`src/rtl/alu_if.sv`:
```
// alu_if: request/result bundle between the core scheduler and one ALU lane
interface alu_if #(
   parameter int DATA_WIDTH = 8
);
   logic                  enable;
   logic [2:0]            core_state;
   logic [1:0]            decoded_alu_arithmetic_mux;
   logic                  decoded_alu_output_mux;
   logic [DATA_WIDTH-1:0] rs;
   logic [DATA_WIDTH-1:0] rt;
   logic [DATA_WIDTH-1:0] alu_out;
   logic                  alu_valid;
   logic                  alu_busy;
   logic                  alu_ovf;
   logic                  alu_div_by_zero;

   modport master (
      output enable, core_state, decoded_alu_arithmetic_mux, decoded_alu_output_mux, rs, rt,
      input  alu_out, alu_valid, alu_busy, alu_ovf, alu_div_by_zero
   );

   modport slave (
      input  enable, core_state, decoded_alu_arithmetic_mux, decoded_alu_output_mux, rs, rt,
      output alu_out, alu_valid, alu_busy, alu_ovf, alu_div_by_zero
   );
endinterface

```
`src/rtl/alu_multicycle.sv`:
```
// alu_multicycle: per-lane ALU, single-cycle ADD/SUB/CMP, iterative shift-add MUL and restoring DIV
module alu_multicycle #(
   parameter int         DATA_WIDTH    = 8,
   parameter logic [2:0] EXECUTE_STATE = 3'b101
) (
   input  logic clk,
   input  logic reset,
   alu_if.slave bus
);
   localparam int W  = DATA_WIDTH;
   localparam int CW = $clog2(DATA_WIDTH);

   typedef enum logic [1:0] {IDLE, MUL_RUN, DIV_RUN} state_t;

   state_t         r_state, w_next;
   logic [CW-1:0]  r_cnt;
   logic [W-1:0]   r_hi, r_lo, r_b, r_out;
   logic           r_valid, r_ovf, r_dbz;
   logic           w_accept, w_last, w_is_mul, w_is_div, w_dbz, w_iter, w_ge;
   logic [1:0]     w_op;
   logic           w_cmp_sel;
   logic [W-1:0]   w_rs, w_rt, w_cmp, w_diff, w_single;
   logic [W:0]     w_add, w_sub, w_mac, w_rem;
   logic [W-1:0]   w_mul_hi, w_mul_lo, w_div_hi, w_div_lo;

   assign w_op      = bus.decoded_alu_arithmetic_mux;
   assign w_cmp_sel = bus.decoded_alu_output_mux;
   assign w_rs      = bus.rs;
   assign w_rt      = bus.rt;
   assign w_accept  = bus.enable && bus.core_state == EXECUTE_STATE && r_state == IDLE;
   assign w_is_mul  = !w_cmp_sel && w_op == 2'b10;
   assign w_is_div  = !w_cmp_sel && w_op == 2'b11;
   assign w_dbz     = w_is_div && w_rt == '0;
   assign w_iter    = w_is_mul || (w_is_div && !w_dbz);
   assign w_last    = r_cnt == CW'(W - 1);

   // bit W of the add/sub results is the carry-out / borrow
   assign w_add    = {1'b0, w_rs} + {1'b0, w_rt};
   assign w_sub    = {1'b0, w_rs} - {1'b0, w_rt};
   assign w_cmp    = {{(W-3){1'b0}}, w_rs < w_rt, w_rs == w_rt, w_rs > w_rt};
   assign w_single = w_cmp_sel ? w_cmp : w_op == 2'b00 ? w_add[W-1:0] : w_op == 2'b01 ? w_sub[W-1:0] : '1;

   // shift-add: accumulate into the high half, then shift the whole product right
   assign w_mac = {1'b0, r_hi} + (r_lo[0] ? {1'b0, r_b} : '0);
   assign {w_mul_hi, w_mul_lo} = {w_mac, r_lo[W-1:1]};

   // restoring divide: partial remainder never exceeds the divisor, so W bits hold the difference
   assign w_rem    = {r_hi, r_lo[W-1]};
   assign w_ge     = w_rem >= {1'b0, r_b};
   assign w_diff   = w_rem[W-1:0] - r_b;
   assign w_div_hi = w_ge ? w_diff : w_rem[W-1:0];
   assign w_div_lo = {r_lo[W-2:0], w_ge};

   // state register
   always_ff @(posedge clk or negedge reset) begin
      if (!reset) r_state <= IDLE;
      else        r_state <= w_next;
   end

   // next state: launch iterative ops from IDLE, return after the last iteration
   always_comb begin
      w_next = r_state;
      w_next = r_state == IDLE ? (w_accept && w_iter ? (w_is_mul ? MUL_RUN : DIV_RUN) : IDLE)
                               : (w_last ? IDLE : r_state);
   end

   // datapath: capture operands on accept, iterate while running, publish results on completion
   always_ff @(posedge clk or negedge reset) begin
      if (!reset) begin
         r_cnt   <= '0;
         r_hi    <= '0;
         r_lo    <= '0;
         r_b     <= '0;
         r_out   <= '0;
         r_valid <= 1'b0;
         r_ovf   <= 1'b0;
         r_dbz   <= 1'b0;
      end else begin
         r_valid <= 1'b0;
         if (w_accept) begin
            r_cnt <= '0;
            r_hi  <= '0;
            r_lo  <= w_rs;
            r_b   <= w_rt;
            if (!w_iter) begin
               r_valid <= 1'b1;
               r_out   <= w_single;
               r_ovf   <= !w_cmp_sel && (w_op == 2'b00 ? w_add[W] : w_op == 2'b01 ? w_sub[W] : 1'b0);
               r_dbz   <= w_dbz;
            end
         end else if (r_state != IDLE) begin
            r_cnt <= r_cnt + 1'b1;
            {r_hi, r_lo} <= r_state == MUL_RUN ? {w_mul_hi, w_mul_lo} : {w_div_hi, w_div_lo};
            if (w_last) begin
               r_valid <= 1'b1;
               r_out   <= r_state == MUL_RUN ? w_mul_lo : w_div_lo;
               r_ovf   <= r_state == MUL_RUN && |w_mul_hi;
               r_dbz   <= 1'b0;
            end
         end
      end
   end

   assign bus.alu_out         = r_out;
   assign bus.alu_valid       = r_valid;
   assign bus.alu_busy        = r_state != IDLE;
   assign bus.alu_ovf         = r_ovf;
   assign bus.alu_div_by_zero = r_dbz;
endmodule

```
`src/flat_wrapper.sv`:
```
// flat-port wrapper written by rule: the top's interface ports become plain ports
module alu_multicycle_flat 
#(
   parameter int         DATA_WIDTH    = 8,
   parameter logic [2:0] EXECUTE_STATE = 3'b101
)
  (clk, reset, bus_enable, bus_core_state, bus_decoded_alu_arithmetic_mux, bus_decoded_alu_output_mux, bus_rs, bus_rt, bus_alu_out, bus_alu_valid, bus_alu_busy, bus_alu_ovf, bus_alu_div_by_zero);
  alu_if #(.DATA_WIDTH(DATA_WIDTH)) bus_i ();
  input  logic clk;
  input  logic reset;
  input wire logic [$bits(bus_i.enable)-1:0] bus_enable;
  input wire logic [$bits(bus_i.core_state)-1:0] bus_core_state;
  input wire logic [$bits(bus_i.decoded_alu_arithmetic_mux)-1:0] bus_decoded_alu_arithmetic_mux;
  input wire logic [$bits(bus_i.decoded_alu_output_mux)-1:0] bus_decoded_alu_output_mux;
  input wire logic [$bits(bus_i.rs)-1:0] bus_rs;
  input wire logic [$bits(bus_i.rt)-1:0] bus_rt;
  output wire logic [$bits(bus_i.alu_out)-1:0] bus_alu_out;
  output wire logic [$bits(bus_i.alu_valid)-1:0] bus_alu_valid;
  output wire logic [$bits(bus_i.alu_busy)-1:0] bus_alu_busy;
  output wire logic [$bits(bus_i.alu_ovf)-1:0] bus_alu_ovf;
  output wire logic [$bits(bus_i.alu_div_by_zero)-1:0] bus_alu_div_by_zero;
  assign bus_i.enable = bus_enable;
  assign bus_i.core_state = bus_core_state;
  assign bus_i.decoded_alu_arithmetic_mux = bus_decoded_alu_arithmetic_mux;
  assign bus_i.decoded_alu_output_mux = bus_decoded_alu_output_mux;
  assign bus_i.rs = bus_rs;
  assign bus_i.rt = bus_rt;
  assign bus_alu_out = bus_i.alu_out;
  assign bus_alu_valid = bus_i.alu_valid;
  assign bus_alu_busy = bus_i.alu_busy;
  assign bus_alu_ovf = bus_i.alu_ovf;
  assign bus_alu_div_by_zero = bus_i.alu_div_by_zero;
  alu_multicycle #(.DATA_WIDTH(DATA_WIDTH), .EXECUTE_STATE(EXECUTE_STATE)) u_core (.clk(clk), .reset(reset), .bus(bus_i));
endmodule
```
`config.mk`:
```
export PLATFORM = sky130hd
export DESIGN_NAME = alu_multicycle_flat
export DESIGN_NICKNAME = d
export VERILOG_FILES = /design/src/rtl/alu_if.sv /design/src/rtl/alu_multicycle.sv /design/src/flat_wrapper.sv
export SDC_FILE = /design/constraint.sdc
export NUM_CORES = 1
export LEC_CHECK = 0
export CORE_ASPECT_RATIO = 1.1
export CORE_MARGIN = 4
export CORE_UTILIZATION = 50
export DETAILED_ROUTE_END_ITERATION = 6
export PLACE_DENSITY = 0.72
export SYNTH_ARGS = -nofsm -noshare
export SYNTH_HDL_FRONTEND = slang
export SYNTH_SLANG_ARGS = --single-unit
```
`constraint.sdc`:
```
create_clock -name clk -period 3.55 [get_ports clk]
set_input_delay 0.71 -clock clk [delete_from_list [all_inputs] [get_ports clk]]
set_output_delay 0.71 -clock clk [all_outputs]
set_load 0.01 [all_outputs]
```
==> out/results.txt <==
status = finished clean
synth cell count leaders = 53 x nand2_1, 40 x dfrtp_1, 37 x inv_1, 37 x o21ai_0, 34 x ha_1
Die Ht = 96.03 um
clk_skew = 9.176 ps
Detail Placement HPWL = 8.138 mm
H-tree depth = 2
cell with the most instances after synthesis = nand2_1
Worst Setup End Kind = flop
port buffer count = 36
sequential area share after synthesis = 28.42%
drt total wl = 9.929 mm
Longest Clk Path Bufs = 2
antenna violations before repair = 0
final core occ = 60.54%
RSZ-0062 raised after global routing = no
final setup vio count = 0
GP Congestion = 0.9367
sw frac = 46.44%
Mapped Area = 3522 um^2
nets = 523
Seq pwr share = 24.5%
via density per instance = 5.974
clock slew at reported path FFs = 80 ps
Fin. Hold Viols = 0
n_diodes = 0
overall power = 3331 uW
Crit Path Max Fanout = 4
layout cells sized above 1 = 7.158%
first-pass GRT wire length = 16.28 mm
clock share of power = 9.6%
maximum VDD drop = 0.4654 mV
P_sw = 1547 uW
crit share post-route = 81.41%
largest net degree at the start of global routing = 41
Max Fclk = 0.3460 GHz
Yosys reg bits = 40
multi-input logic area = 2308 um^2
Critical Path RT = 3770 ps
Mapped Nets = 486
PostCTS Resize Cnt = 0
Min-Delay Path Class = flop to flop
ANT nets after route = 0
number of synthesized flops with an enable pin = 0
post-route setup TNS = 0 ps
Cells after Synth = 423
pwr/cell area = 819.9 nW/um^2
post-synth top area share = 28.42%
First-pass DRT Iterations = 4
Vias = 3244
TritonCTS Buffers = 5
area delta synth->final = 15.35%
hold buffer count at CTS = 0
Tmin final = 2890 ps
Skew-Pair Late Insertion Delay = 290 ps
fillers = 605
Netlist cell types = 64
die area = 8453 um^2
Setup CP Type = input port to flop
ys flop type = dfrtp_1
Overall Global Routing Usage = 24.79%
DR WL/cell = 18.29 um
fraction of registers with async set/reset = 100.0%
largest cells by area after synthesis = dfrtp_1 28%, ha_1 12%, nand2_1 5.6%
DRC viols = 0
cell-internal power = 1784 uW
Syn. warnings = 0
Max Slew Vio Count = 0
Cell Rows = 31
Initial Utilization = 52.49%
Leak Pwr = 0.001839 uW
max_slew headroom = 38.78%
vias in the first global route = 3283
crit path DAT = 3110 ps
largest area contributor in the netlist = dfrtp_1
clk sink count = 40
Die X = 88.03 um
CTS tree = built
Clock Tree Root = clkbuf_8
area of the core = 6710 um^2
number of DRC markers in iteration 0 = 235
part of the power in combinational logic = 65.9%
CP startpoint kind = input port
worst-margin pin slew = 918.3 ps
Avg Inst Size Synth = 8.327 um^2
IO Pins = 37
Max-Cap Viols = 0
setup bufs post-CTS = 0
global route overflow = 0
Sequential cell area = 1001 um^2
stage by stage:
stage | hold slack, ps | instance area (um^2) | std cells | setup slack [ps]
detailed placement | 486.8 | 3970 | 535 | 358.2
global placement | 471.6 | 3970 | 535 | 382.5
CTS | 504.8 | 4063 | 543 | 662.7
global route | 538.1 | 4063 | 543 | 530.3
finish | 500.8 | 4063 | 543 | 660.1
floorplan | 414.4 | 3522 | 423 | 1073
flip-flops by register name, summed over array words and instances (netlist names):
signal	flops
u_core.r_hi	8
u_core.bus.alu_valid	1
u_core.bus.alu_ovf	1
u_core.r_cnt	3
u_core.r_state	2
u_core.bus.alu_div_by_zero	1
u_core.r_lo	8
u_core.r_b	8
u_core.bus.alu_out	8
layout make-up:
class | count | share of cell area [%]
Timing Repair Buffer | 44 | 10.22
Tap cell | 82 | 2.525
Sequential cell | 40 | 24.64
Multi-Input combinational cell | 331 | 56.82
Inverter | 38 | 3.511
Clock inverter | 2 | 0.2464
Clock buffer | 6 | 2.033
worst paths after layout:
kind	startpoint	end	slack, ps	cells after the start
max in group asynchronous	reset	u_core.r_hi[7]	2420	1
hold / removal	u_core.r_cnt[0]	u_core.r_cnt[0]	500	1
hold reg to reg	u_core.r_cnt[0]	u_core.r_cnt[0]	500	1
min in group asynchronous	reset	u_core.r_b[2]	550	1
setup reg to reg	u_core.r_lo[0]	u_core.bus.alu_ovf	690	9
setup / recovery	bus_rt[0]	u_core.bus.alu_out[6]	660	10
power groups by stage:
stage | registers (uW) | clock network (uW) | logic, uW
final | 815 | 320 | 2200
after global routing | 838 | 336 | 2440
after CTS | 812 | 320 | 2190
after detailed placement | 822 | 0 | 2180
after global placement | 807 | 0 | 2140
after floorplan | 799 | 0 | 1560
layer usage:
layer	GRT usage [%]	vias up	part of all wire [%]
li1	-	1589	-
met1	32.71	1542	43
met2	42.34	96	49
met3	2.740	17	5.3
met4	8.060	0	2.5
met5	0	-	0
worst max-delay path, cell delays in order:
cell and delay [ps]:
clkdlybuf4s50_1 530, ha_1 190, inv_1 60, fa_1 390, o21bai_2 200, a221oi_2 90
or3_1 340, and4_4 190, o32a_1 270, a21oi_1 140
placed cells by master (no fill, tap or decap), types with 6 or more instances in the layout:
| cell type | n |
|---|---|
| o211ai_1 | 6 |
| xnor2_1 | 10 |
| nor3_1 | 6 |
| a21o_1 | 8 |
| ha_1 | 34 |
| nand2_1 | 53 |
| mux2i_1 | 15 |
| nand2b_1 | 8 |
| inv_1 | 37 |
| a21oi_1 | 22 |
| clkdlybuf4s50_1 | 35 |
| buf_4 | 8 |
| and2_1 | 10 |
| nand3_1 | 10 |
| nor2b_1 | 6 |
| dfrtp_1 | 40 |
| nor2_1 | 22 |
| clkbuf_8 | 6 |
| o21ai_0 | 37 |
cells by family after synthesis:
| logic type | after synthesis | share of synthesized area, % |
|---|---|---|
| AND/OR/NAND/NOR | 139 | 19.33 |
| AO/OA/AOI/OAI | 124 | 23.66 |
| buffers and inverters | 52 | 6.039 |
| flip-flops | 40 | 28.42 |
| adder cells (fa/ha/maj) | 38 | 14.35 |
| multiplexers | 18 | 5.222 |
| XOR/XNOR | 12 | 2.984 |
Power figures use the tool's default switching activity.
